[src/rtl/id_issue.sv]
// RV32I decode/issue stage for OP, OP-IMM and LUI.
//
// Fetch handshake: an instruction is consumed on a rising edge when
// if_valid_i && if_ready_o. if_ready_o is combinational and drops under reset,
// stall, flush or a load-use hazard. There is no downstream ready. stall_i
// freezes the issued bundle, and valid_o marks a bundle that execute should use.
//
// The issued bundle is registered. An accepted instruction therefore shows up
// on the outputs exactly one cycle after it is consumed.
module id_issue (
  input  logic        clk,
  input  logic        rst,
  input  logic        if_valid_i,
  output logic        if_ready_o,
  input  logic [31:0] inst_i,
  output logic        rf_re1_o,
  output logic        rf_re2_o,
  output logic [4:0]  rf_raddr1_o,
  output logic [4:0]  rf_raddr2_o,
  input  logic [31:0] rf_rdata1_i,
  input  logic [31:0] rf_rdata2_i,
  input  logic        ex_wreg_i,
  input  logic [4:0]  ex_wd_i,
  input  logic [31:0] ex_wdata_i,
  input  logic        ex_load_i,
  input  logic        mem_wreg_i,
  input  logic [4:0]  mem_wd_i,
  input  logic [31:0] mem_wdata_i,
  input  logic        stall_i,
  input  logic        flush_i,
  output logic [7:0]  aluop_o,
  output logic [2:0]  alusel_o,
  output logic [31:0] reg1_o,
  output logic [31:0] reg2_o,
  output logic [4:0]  wd_o,
  output logic        wreg_o,
  output logic        valid_o,
  output logic        illegal_o
);

  // Opcodes
  localparam logic [6:0] OPC_OPIMM = 7'b0010011;
  localparam logic [6:0] OPC_OP    = 7'b0110011;
  localparam logic [6:0] OPC_LUI   = 7'b0110111;

  // funct7 values that are meaningful
  localparam logic [6:0] F7_BASE = 7'b0000000;
  localparam logic [6:0] F7_ALT  = 7'b0100000;

  // ALU operation codes shared with execute
  localparam logic [7:0] EXE_NOP_OP   = 8'h00;
  localparam logic [7:0] EXE_ADD_OP   = 8'h20;
  localparam logic [7:0] EXE_SUB_OP   = 8'h22;
  localparam logic [7:0] EXE_SRL_OP   = 8'h02;
  localparam logic [7:0] EXE_SRA_OP   = 8'h03;
  localparam logic [7:0] EXE_AND_OP   = 8'h24;
  localparam logic [7:0] EXE_OR_OP    = 8'h25;
  localparam logic [7:0] EXE_XOR_OP   = 8'h26;
  localparam logic [7:0] EXE_SLT_OP   = 8'h2A;
  localparam logic [7:0] EXE_SLL_OP   = 8'h7C;
  localparam logic [7:0] EXE_ADDI_OP  = 8'h55;
  localparam logic [7:0] EXE_SLTI_OP  = 8'h57;
  localparam logic [7:0] EXE_SLTIU_OP = 8'h58;
  localparam logic [7:0] EXE_ANDI_OP  = 8'h59;
  localparam logic [7:0] EXE_ORI_OP   = 8'h5A;
  localparam logic [7:0] EXE_XORI_OP  = 8'h5B;
  localparam logic [7:0] EXE_SLLI_OP  = 8'h5C;
  localparam logic [7:0] EXE_SRLI_OP  = 8'h5D;
  localparam logic [7:0] EXE_SRAI_OP  = 8'h5E;

  // Result selectors
  localparam logic [2:0] EXE_RES_NOP   = 3'b000;
  localparam logic [2:0] EXE_RES_LOGIC = 3'b001;
  localparam logic [2:0] EXE_RES_SHIFT = 3'b010;
  localparam logic [2:0] EXE_RES_ARITH = 3'b100;

  // Instruction fields
  logic [6:0]  opcode;
  logic [2:0]  funct3;
  logic [6:0]  funct7;
  logic [4:0]  rd;
  logic [4:0]  rs1;
  logic [4:0]  rs2;
  logic [31:0] imm_sext;
  logic [31:0] shamt_zext;
  logic [31:0] lui_imm;

  assign opcode     = inst_i[6:0];
  assign rd         = inst_i[11:7];
  assign funct3     = inst_i[14:12];
  assign rs1        = inst_i[19:15];
  assign rs2        = inst_i[24:20];
  assign funct7     = inst_i[31:25];
  assign imm_sext   = {{20{inst_i[31]}}, inst_i[31:20]};
  assign shamt_zext = {27'd0, inst_i[24:20]};
  assign lui_imm    = {inst_i[31:12], 12'd0};

  // Register-file reads follow the opcode whenever fetch offers an instruction
  logic is_op;
  logic is_opimm;

  assign is_op       = (opcode == OPC_OP);
  assign is_opimm    = (opcode == OPC_OPIMM);
  assign rf_re1_o    = if_valid_i & (is_op | is_opimm);
  assign rf_re2_o    = if_valid_i & is_op;
  assign rf_raddr1_o = rf_re1_o ? rs1 : 5'd0;
  assign rf_raddr2_o = rf_re2_o ? rs2 : 5'd0;

  // A load in EX whose destination we read cannot be forwarded yet
  logic hazard;
  logic ex_hit1;
  logic ex_hit2;

  assign ex_hit1    = rf_re1_o & (ex_wd_i == rs1);
  assign ex_hit2    = rf_re2_o & (ex_wd_i == rs2);
  assign hazard     = ex_load_i & ex_wreg_i & (ex_wd_i != 5'd0) & (ex_hit1 | ex_hit2);
  assign if_ready_o = ~rst & ~stall_i & ~flush_i & ~hazard;

  // Operand resolution: x0, then the younger EX result, then MEM, then the register file
  logic [31:0] opnd1;
  logic [31:0] opnd2;

  // Forwarding mux for rs1
  always_comb begin
    opnd1 = rf_rdata1_i;
    if (rs1 == 5'd0) begin
      opnd1 = 32'd0;
    end else if (ex_wreg_i && (ex_wd_i == rs1)) begin
      opnd1 = ex_wdata_i;
    end else if (mem_wreg_i && (mem_wd_i == rs1)) begin
      opnd1 = mem_wdata_i;
    end
  end

  // Forwarding mux for rs2
  always_comb begin
    opnd2 = rf_rdata2_i;
    if (rs2 == 5'd0) begin
      opnd2 = 32'd0;
    end else if (ex_wreg_i && (ex_wd_i == rs2)) begin
      opnd2 = ex_wdata_i;
    end else if (mem_wreg_i && (mem_wd_i == rs2)) begin
      opnd2 = mem_wdata_i;
    end
  end

  // Decoded bundle for the instruction currently on inst_i
  logic [7:0]  dec_aluop;
  logic [2:0]  dec_alusel;
  logic [31:0] dec_reg1;
  logic [31:0] dec_reg2;
  logic        dec_illegal;

  // Instruction decode into ALU op, selector and operands
  always_comb begin
    dec_aluop   = EXE_NOP_OP;
    dec_alusel  = EXE_RES_NOP;
    dec_reg1    = 32'd0;
    dec_reg2    = 32'd0;
    dec_illegal = 1'b0;
    case (opcode)
      OPC_OPIMM: begin
        dec_reg1 = opnd1;
        dec_reg2 = imm_sext;
        case (funct3)
          3'b000: begin dec_aluop = EXE_ADDI_OP;  dec_alusel = EXE_RES_ARITH; end
          3'b010: begin dec_aluop = EXE_SLTI_OP;  dec_alusel = EXE_RES_ARITH; end
          // Immediate stays sign-extended; execute performs the unsigned compare
          3'b011: begin dec_aluop = EXE_SLTIU_OP; dec_alusel = EXE_RES_ARITH; end
          3'b100: begin dec_aluop = EXE_XORI_OP;  dec_alusel = EXE_RES_LOGIC; end
          3'b110: begin dec_aluop = EXE_ORI_OP;   dec_alusel = EXE_RES_LOGIC; end
          3'b111: begin dec_aluop = EXE_ANDI_OP;  dec_alusel = EXE_RES_LOGIC; end
          3'b001: begin
            dec_reg2 = shamt_zext;
            if (funct7 == F7_BASE) begin
              dec_aluop  = EXE_SLLI_OP;
              dec_alusel = EXE_RES_SHIFT;
            end else begin
              dec_illegal = 1'b1;
            end
          end
          default: begin
            // funct3 101: logical or arithmetic right shift by immediate
            dec_reg2 = shamt_zext;
            if (funct7 == F7_BASE) begin
              dec_aluop  = EXE_SRLI_OP;
              dec_alusel = EXE_RES_SHIFT;
            end else if (funct7 == F7_ALT) begin
              dec_aluop  = EXE_SRAI_OP;
              dec_alusel = EXE_RES_SHIFT;
            end else begin
              dec_illegal = 1'b1;
            end
          end
        endcase
      end
      OPC_OP: begin
        dec_reg1 = opnd1;
        dec_reg2 = opnd2;
        if (funct7 == F7_ALT) begin
          case (funct3)
            3'b000:  begin dec_aluop = EXE_SUB_OP; dec_alusel = EXE_RES_ARITH; end
            3'b101:  begin dec_aluop = EXE_SRA_OP; dec_alusel = EXE_RES_SHIFT; end
            default: dec_illegal = 1'b1;
          endcase
        end else if (funct7 == F7_BASE) begin
          case (funct3)
            3'b000:  begin dec_aluop = EXE_ADD_OP;   dec_alusel = EXE_RES_ARITH; end
            3'b001:  begin dec_aluop = EXE_SLL_OP;   dec_alusel = EXE_RES_SHIFT; end
            3'b010:  begin dec_aluop = EXE_SLT_OP;   dec_alusel = EXE_RES_ARITH; end
            // SLTU shares the unsigned-compare op with SLTIU
            3'b011:  begin dec_aluop = EXE_SLTIU_OP; dec_alusel = EXE_RES_ARITH; end
            3'b100:  begin dec_aluop = EXE_XOR_OP;   dec_alusel = EXE_RES_LOGIC; end
            3'b101:  begin dec_aluop = EXE_SRL_OP;   dec_alusel = EXE_RES_SHIFT; end
            3'b110:  begin dec_aluop = EXE_OR_OP;    dec_alusel = EXE_RES_LOGIC; end
            default: begin dec_aluop = EXE_AND_OP;   dec_alusel = EXE_RES_LOGIC; end
          endcase
        end else begin
          dec_illegal = 1'b1;
        end
      end
      OPC_LUI: begin
        dec_reg1 = lui_imm;
      end
      default: begin
        dec_illegal = 1'b1;
      end
    endcase
  end

  // Issued bundle registers
  logic [7:0]  aluop_q,   aluop_d;
  logic [2:0]  alusel_q,  alusel_d;
  logic [31:0] reg1_q,    reg1_d;
  logic [31:0] reg2_q,    reg2_d;
  logic [4:0]  wd_q,      wd_d;
  logic        wreg_q,    wreg_d;
  logic        valid_q,   valid_d;
  logic        illegal_q, illegal_d;

  // Next bundle: flush, then stall (hold), then hazard / no input / illegal (bubble), else issue
  always_comb begin
    aluop_d   = aluop_q;
    alusel_d  = alusel_q;
    reg1_d    = reg1_q;
    reg2_d    = reg2_q;
    wd_d      = wd_q;
    wreg_d    = wreg_q;
    valid_d   = valid_q;
    illegal_d = 1'b0;
    if (flush_i || (!stall_i && (hazard || !if_valid_i || dec_illegal))) begin
      aluop_d  = EXE_NOP_OP;
      alusel_d = EXE_RES_NOP;
      reg1_d   = 32'd0;
      reg2_d   = 32'd0;
      wd_d     = 5'd0;
      wreg_d   = 1'b0;
      valid_d  = 1'b0;
      // Only a consumed instruction can be reported as illegal
      illegal_d = !flush_i && !hazard && if_valid_i && dec_illegal;
    end else if (!stall_i) begin
      aluop_d  = dec_aluop;
      alusel_d = dec_alusel;
      reg1_d   = dec_reg1;
      reg2_d   = dec_reg2;
      wd_d     = rd;
      wreg_d   = (rd != 5'd0);
      valid_d  = 1'b1;
    end
  end

  // Bundle state with synchronous active-high reset
  always_ff @(posedge clk) begin
    if (rst) begin
      aluop_q   <= EXE_NOP_OP;
      alusel_q  <= EXE_RES_NOP;
      reg1_q    <= 32'd0;
      reg2_q    <= 32'd0;
      wd_q      <= 5'd0;
      wreg_q    <= 1'b0;
      valid_q   <= 1'b0;
      illegal_q <= 1'b0;
    end else begin
      aluop_q   <= aluop_d;
      alusel_q  <= alusel_d;
      reg1_q    <= reg1_d;
      reg2_q    <= reg2_d;
      wd_q      <= wd_d;
      wreg_q    <= wreg_d;
      valid_q   <= valid_d;
      illegal_q <= illegal_d;
    end
  end

  assign aluop_o   = aluop_q;
  assign alusel_o  = alusel_q;
  assign reg1_o    = reg1_q;
  assign reg2_o    = reg2_q;
  assign wd_o      = wd_q;
  assign wreg_o    = wreg_q;
  assign valid_o   = valid_q;
  assign illegal_o = illegal_q;

endmodule

[config.mk]
export PLATFORM = sky130hd
export DESIGN_NAME = id_issue
export DESIGN_NICKNAME = d
export VERILOG_FILES = /design/src/rtl/id_issue.sv
export SDC_FILE = /design/constraint.sdc
export NUM_CORES = 1
export LEC_CHECK = 0
export CAP_MARGIN = 20
export CELL_PAD_IN_SITES_DETAIL_PLACEMENT = 0
export CELL_PAD_IN_SITES_GLOBAL_PLACEMENT = 2
export CORE_MARGIN = 1
export CORE_UTILIZATION = 34
export DETAILED_ROUTE_END_ITERATION = 8
export DONT_BUFFER_PORTS = 1
export MAX_ROUTING_LAYER = met4
export PLACE_DENSITY = 0.8
export SYNTH_ARGS = -nofsm -noshare
export SYNTH_HDL_FRONTEND = slang
export SYNTH_SLANG_ARGS = --single-unit
[constraint.sdc]
create_clock -name clk -period 3.32 [get_ports clk]
set_input_delay 0.664 -clock clk [delete_from_list [all_inputs] [get_ports clk]]
set_output_delay 0.664 -clock clk [all_outputs]
set_load 0.05 [all_outputs]
==> results of run 1 <==
worst paths after layout:
kind                            from                      end  slack, ns
min reg2reg  reg1_o[15]$_SDFFE_PP0N_  reg1_o[15]$_SDFFE_PP0N_       0.71
max                        inst_i[6]               if_ready_o       0.44
max reg2reg   reg2_o[0]$_SDFFE_PP0N_   reg2_o[0]$_SDFFE_PP0N_       2.00
min                          stall_i     illegal_o$_SDFF_PP0_       0.44
registers in the layout, summed over array words and instances (netlist names):
register / cells
reg1_o: 32
alusel_o: 3
reg2_o: 32
wd_o: 5
wreg_o: 1
valid_o: 1
illegal_o: 1
aluop_o: 6
logic make-up (layout without fill, tap and decap cells):
| kind of cell | count (synthesis) | count (layout) | share of synthesized area (%) |
|---|---|---|---|
| AOI/OAI and AO/OA | 192 | 192 | 26.4 |
| xor gates and xnor gates | 22 | 22 | 3.65 |
| buffers and inverters | 63 | 53 | 5.07 |
| DFF | 81 | 81 | 30.7 |
| muxes | 77 | 77 | 15.4 |
| other | 1 | 1 | 0.0710 |
| and+or+nand+nor | 208 | 208 | 18.7 |
worst reg2reg max path, delay by kind of cell, from the launching register on:
kind | cells | cell delay (ns)
compound gates | 2 | 0.40
simple gates | 1 | 0.14
flops | 1 | 0.68
synthesized netlist by cell type, types with 9 or more instances:
cell / count
sky130_fd_sc_hd__nand2_1: 85
sky130_fd_sc_hd__xor2_1: 14
sky130_fd_sc_hd__a21o_1: 12
sky130_fd_sc_hd__a211oi_1: 16
sky130_fd_sc_hd__mux2_2: 32
sky130_fd_sc_hd__clkbuf_1: 43
sky130_fd_sc_hd__dfxtp_1: 81
sky130_fd_sc_hd__a21oi_1: 15
sky130_fd_sc_hd__nor2_1: 34
sky130_fd_sc_hd__o21ai_0: 55
sky130_fd_sc_hd__and2_1: 20
sky130_fd_sc_hd__mux2i_1: 45
sky130_fd_sc_hd__a2bb2oi_1: 14
sky130_fd_sc_hd__a211o_1: 9
sky130_fd_sc_hd__a221oi_1: 31
sky130_fd_sc_hd__nor4_1: 9
sky130_fd_sc_hd__nand3_1: 16
sky130_fd_sc_hd__a21boi_0: 11
sky130_fd_sc_hd__and3_1: 9
report_power, final:
group | switching (mW) | internal, mW
logic | 0.0916 | 0.0792
registers | 0.00211 | 0.972
clock network | 0.417 | 0.579
cell type report:
| cell class | instances | area [um2] | share of cell area, % |
|---|---|---|---|
| multi-input cells | 500 | 3410 | 58.6 |
| flip-flops and latches | 81 | 1620 | 27.8 |
| repair buffers | 30 | 238 | 4.08 |
| well taps | 188 | 235 | 4.04 |
| clock buffers | 10 | 229 | 3.93 |
| clock inverters | 5 | 57.6 | 0.988 |
| inverters | 8 | 30.0 | 0.515 |
layer usage:
| layer | track usage [%] | up-vias | part of all wire, % |
|---|---|---|---|
| met3 | 7.68 | 28 | 8.7 |
| li1 | - | 2346 | - |
| met1 | 29.3 | 2412 | 41 |
| met2 | 44.8 | 256 | 49 |
| met5 | - | - | 0 |
| met4 | 8.08 | 0 | 1.9 |
placed cells by master (no fill, tap or decap), types with 3 or more instances in the layout:
cell / count
sky130_fd_sc_hd__a211o_1: 9
sky130_fd_sc_hd__a211oi_1: 16
sky130_fd_sc_hd__a21boi_0: 11
sky130_fd_sc_hd__a21o_1: 12
sky130_fd_sc_hd__a21oi_1: 15
sky130_fd_sc_hd__a221oi_1: 31
sky130_fd_sc_hd__a221oi_2: 5
sky130_fd_sc_hd__a222oi_1: 3
sky130_fd_sc_hd__a2bb2oi_1: 14
sky130_fd_sc_hd__a31oi_1: 3
sky130_fd_sc_hd__and2_1: 20
sky130_fd_sc_hd__and3_1: 7
sky130_fd_sc_hd__buf_4: 29
sky130_fd_sc_hd__clkbuf_16: 9
sky130_fd_sc_hd__dfxtp_1: 81
sky130_fd_sc_hd__inv_1: 8
sky130_fd_sc_hd__mux2_2: 32
sky130_fd_sc_hd__mux2i_1: 45
sky130_fd_sc_hd__nand2_1: 85
sky130_fd_sc_hd__nand2b_1: 7
sky130_fd_sc_hd__nand3_1: 16
sky130_fd_sc_hd__nor2_1: 33
sky130_fd_sc_hd__nor3_1: 6
sky130_fd_sc_hd__nor4_1: 8
sky130_fd_sc_hd__o21ai_0: 55
sky130_fd_sc_hd__o31ai_1: 4
sky130_fd_sc_hd__or2_2: 6
sky130_fd_sc_hd__or3_1: 4
sky130_fd_sc_hd__xnor2_1: 8
sky130_fd_sc_hd__xor2_1: 14
per-stage QoR:
step	worst slack (ns)	power [mW]	std cells	cell area (um2)
floorplan	0.153	1.15	644	5280
global placement	0.409	1.16	807	5540
detailed placement	0.356	1.17	807	5540
CTS	0.437	2.17	822	5830
global route	0.373	2.22	822	5830
finish	0.442	2.14	822	5830
==> flow_summary.yaml, run 1 <==
synth:
  synth_largest_area_cell: "sky130_fd_sc_hd__dfxtp_1"
  yosysTopAreaCellShare_pct: 30.7
  ys_async_sr_fraction_pct: 0
  number_of_warnings_printed_during_yosys_synthesis: 0
  ys_types: 54
  postSynthCellCount: 644
  ys.flop_type: "sky130_fd_sc_hd__dfxtp_1"
  synth_enable_flop_cells: 0
  mappedNetlistNets: 822
  synth_seq_area_share_pct: 30.7
  most_area_consuming_cells_after_synthesis: "sky130_fd_sc_hd__dfxtp_1 (31%), sky130_fd_sc_hd__mux2i_1 (8.5%), sky130_fd_sc_hd__mux2_2 (6.8%)"
  synth.cell_area_um2: 5280
  postSynthRegisterBits: 81
  synth_area_per_cell_um2: 8.20
critical_path:
  cp.arrival_ns: 2.21
  worst_setup_path_end_kind: "output port"
  cp_max_fo: 5
  timing.setup.critical_path_class: "in2out"
  timing.critical_path.required_ns: 2.66
  critical-path-top-cell-by-count: "sky130_fd_sc_hd__or3_1"
  timing.reg2reg.worst_path_depth: 3
  worst_path_top_cell_family_by_delay: "simple AND/OR/NAND/NOR gates"
  standard_cell_with_the_maximum_stage_delay_on_the_critical_path: "sky130_fd_sc_hd__or3_1"
  crit_buf_inv: 1
  critical_path.startpoint_type: "input port"
  worstSetupPathDepth: 6
  worst_path_largest_cell_delay_ns: 0.41
  timing.critical_path.cells: "or2_2, or3_1, or3_1, a21oi_1, nor3_2, buf_4"
sta:
  grt_setup_unrepaired: "no"
  setup_total_negative_slack_ns: 0
  timing.max_slew.rel_slack_pct: 26.6
  tightest_slew_ns: 1.10
  period_share_pct: 86.7
  hold-worst-slack_ns: 0.437
  worst_clock_skew_ns: 0
  timing.fmax_mhz: 347
  finalHoldViolations: 0
  layout_min_cycle_time_ns: 2.88
  finalMaxSlewViolations: 0
  finalSetupViolations: 0
floorplanning:
  die_area_um2: 16000
  boundaryPins: 274
  dieWidth_um: 127
  die_y_um: 127
  placeableCoreArea_um2: 15200
  row_count: 45
  effective_utilization_at_floorplan_pct: 34.7
pwr:
  power.density_nw_per_um2: 367
  ir_drop_v: 0.000216
  leakagePower_nw: 1.92
routing:
  drt_iter0_drc: 316
  finalWirelength_um: 20700
  drt-wirelength-per-cell_um: 25.1
  dr_total_vias: 5042
  postRouteAntennaNets: 0
  via_per_inst: 6.13
  number_of_drc_violations_after_detailed_routing: 0
  drt_pass1_iterations: 5
cts:
  cts_tree: "built"
  clock-sinks: 81
  htree_num_levels: 3
  clock-root-buffer: "sky130_fd_sc_hd__clkbuf_16"
  cts.hold.buffers_added: 0
  clkTransAtPathRegs_ns: 0.06
  numCtsBuffers: 9
  cts-root-to-sink-buffers: 2
  cts_resized: 0
  worst_skew_pair.late_latency_ns: 0.33
  postCtsSetupBuffers: 0
global_routing:
  grt_max_degree: 80
  grt_remaining_overflow: 0
  grt_pass1_wl_um: 29900
  first_global_vias: 4960
  initial_antenna_violation_count: 1
  groute.usage.overall_pct: 26.1
finish:
  layout.nets: 808
  fillerInstances: 1580
  antenna_cells_inserted: 0
  final_layout_size_suffix_gt1_share_pct: 15.3
  fin_util_pct: 38.3
  layout_area_growth_over_synthesis_pct: 10.4
placement:
  gp_congestion: 0.859
  io_buffers: 0
  place_hpwl_um: 15200
worst_hold_path:
  number_of_cells_on_the_worst_hold_path: 1
  hold_class: "in2reg"
run:
  timing.max_cap.violations: 0
run_status:
  status: "completed"
(Power assumes the default switching activity.)
==> inputs of run 2 (changes only) <==
--- a/config.mk
+++ b/config.mk
@@ -13,7 +13,7 @@
 export DETAILED_ROUTE_END_ITERATION = 8
 export DONT_BUFFER_PORTS = 1
 export MAX_ROUTING_LAYER = met4
-export PLACE_DENSITY = 0.8
+export PLACE_DENSITY = 0.78
 export SYNTH_ARGS = -nofsm -noshare
 export SYNTH_HDL_FRONTEND = slang
 export SYNTH_SLANG_ARGS = --single-unit
==> run 2 against run 1 <==
  * Power decreased by 0.16%
  * Design area is 0.49% higher
  * Fmax about the same
  * Largest power group unchanged
  * Utilization is 0.19 points higher
  * Sequential share of layout area decreased by 0.14 points
  * Sequential power barely moved
  * Global-route usage fell by 0.19 points
==> flow_summary.yaml, run 2 (same netlist as run 1, synthesis figures left out) <==
run_status:
  status: "completed"
critical_path:
  crit_buf_inv: 1
  timing.setup.critical_path_class: "in2out"
  worst_setup_path_end_kind: "output port"
  critical_path.startpoint_type: "input port"
  timing.critical_path.cells: "or2_2, or3_1, or3_1, a21oi_1, nor3_2, buf_4"
  cp.arrival_ns: 2.21
  worstSetupPathDepth: 6
  timing.critical_path.required_ns: 2.66
  timing.reg2reg.worst_path_depth: 3
  critical-path-top-cell-by-count: "sky130_fd_sc_hd__or3_1"
  worst_path_top_cell_family_by_delay: "simple AND/OR/NAND/NOR gates"
  worst_path_largest_cell_delay_ns: 0.41
  standard_cell_with_the_maximum_stage_delay_on_the_critical_path: "sky130_fd_sc_hd__or3_1"
  cp_max_fo: 5
cts:
  clock-sinks: 81
  cts-root-to-sink-buffers: 2
  clkTransAtPathRegs_ns: 0.06
  postCtsSetupBuffers: 0
  clock-root-buffer: "sky130_fd_sc_hd__clkbuf_16"
  cts_resized: 0
  htree_num_levels: 3
  numCtsBuffers: 9
  cts.hold.buffers_added: 0
  worst_skew_pair.late_latency_ns: 0.34
  cts_tree: "built"
floorplanning:
  boundaryPins: 274
  die_y_um: 127
  row_count: 45
  placeableCoreArea_um2: 15200
  dieWidth_um: 127
  die_area_um2: 16000
  effective_utilization_at_floorplan_pct: 34.7
pwr:
  power.density_nw_per_um2: 365
  leakagePower_nw: 1.94
  ir_drop_v: 0.000246
finish:
  layout.cells.most_common_list: "sky130_fd_sc_hd__nand2_1 (85), sky130_fd_sc_hd__dfxtp_1 (81), sky130_fd_sc_hd__o21ai_0 (55)"
  layout.nets: 810
  final_cell_count_no_fill: 826
  fillerInstances: 1573
  mostFrequentLayoutCell: "sky130_fd_sc_hd__nand2_1"
  final_layout_size_suffix_gt1_share_pct: 15.7
  layout_area_growth_over_synthesis_pct: 10.9
placement:
  io_buffers: 0
  dp_cells: 809
  place_hpwl_um: 15100
  gp_congestion: 0.876
sta:
  setup_total_negative_slack_ns: 0
  timing.fmax_mhz: 348
  period_share_pct: 86.7
  finalSetupViolations: 0
  finalMaxSlewViolations: 0
  worst_clock_skew_ns: 0
  grt_setup_unrepaired: "no"
  layout_min_cycle_time_ns: 2.88
  timing.max_slew.rel_slack_pct: 34.9
  finalHoldViolations: 0
  tightest_slew_ns: 0.975
run:
  timing.max_cap.violations: 0
routing:
  dr_total_vias: 4976
  drt_pass1_iterations: 5
  via_per_inst: 6.02
  postRouteAntennaNets: 0
  drt-wirelength-per-cell_um: 24.6
  number_of_drc_violations_after_detailed_routing: 0
  drt_iter0_drc: 321
  finalWirelength_um: 20300
global_routing:
  initial_antenna_violation_count: 2
  grt_pass1_wl_um: 30000
  grt_remaining_overflow: 0
  grt_max_degree: 80
  first_global_vias: 5054
  groute.usage.overall_pct: 26.0
worst_hold_path:
  hold_class: "in2reg"
  number_of_cells_on_the_worst_hold_path: 1
==> run 2: worst reg2reg max path: cells and delay by family, from the launching register on <==
kind / cells / cell delay, ns
AO/OA/AOI/OAI: 2 / 0.43
flip-flops: 1 / 0.68
AND/OR/NAND/NOR: 1 / 0.14
==> run 2: metrics by stage <==
step | worst slack, ns | total power [mW] | hold WS, ns | cell area (um2) | util [%]
6_report | 0.443 | 2.14 | 0.453 | 5850 | 38.5
3_5_place_dp | 0.269 | 1.17 | 0.704 | 5570 | 36.6
4_1_cts | 0.442 | 2.16 | 0.403 | 5850 | 38.5
3_3_place_gp | 0.271 | 1.17 | 0.692 | 5570 | 36.6
2_1_floorplan | 0.153 | 1.15 | 0.673 | 5280 | -
5_1_grt | 0.369 | 2.22 | 0.397 | 5850 | 38.5
==> run 2: where the power goes <==
| part | internal (mW) | leakage [nW] | switching, mW |
|---|---|---|---|
| Sequential | 0.972 | 0.652 | 0.00210 |
| Combinational | 0.0796 | 1.15 | 0.0917 |
| Clock | 0.537 | 0.140 | 0.455 |
==> run 2: layout make-up <==
type / instances / area [um2] / share of cell area (%)
Antenna cell: 1 / 2.50 / 0.0427
Clock buffer: 10 / 239 / 4.08
Clock inverter: 6 / 47.5 / 0.812
Inverter: 8 / 30.0 / 0.513
Multi-Input combinational cell: 500 / 3410 / 58.3
Sequential cell: 81 / 1620 / 27.7
Tap cell: 188 / 235 / 4.02
Timing Repair Buffer: 32 / 265 / 4.53
==> run 2: worst paths after layout <==
kind	start	to	slack, ns
worst max-delay path	inst_i[6]	if_ready_o	0.44
worst min-delay path	stall_i	illegal_o$_SDFF_PP0_	0.45
worst max register to register	reg2_o[5]$_SDFFE_PP0N_	reg2_o[5]$_SDFFE_PP0N_	1.97
worst min register to register	reg1_o[8]$_SDFFE_PP0N_	reg1_o[8]$_SDFFE_PP0N_	0.71
==> run 2: layer usage <==
metal	up-vias	global-route usage, %	part of all wire, %
li1	2350	-	-
met1	2360	28.4	40
met2	246	45.4	50
met3	20	7.63	8.3
met4	0	7.65	1.8
met5	-	-	0
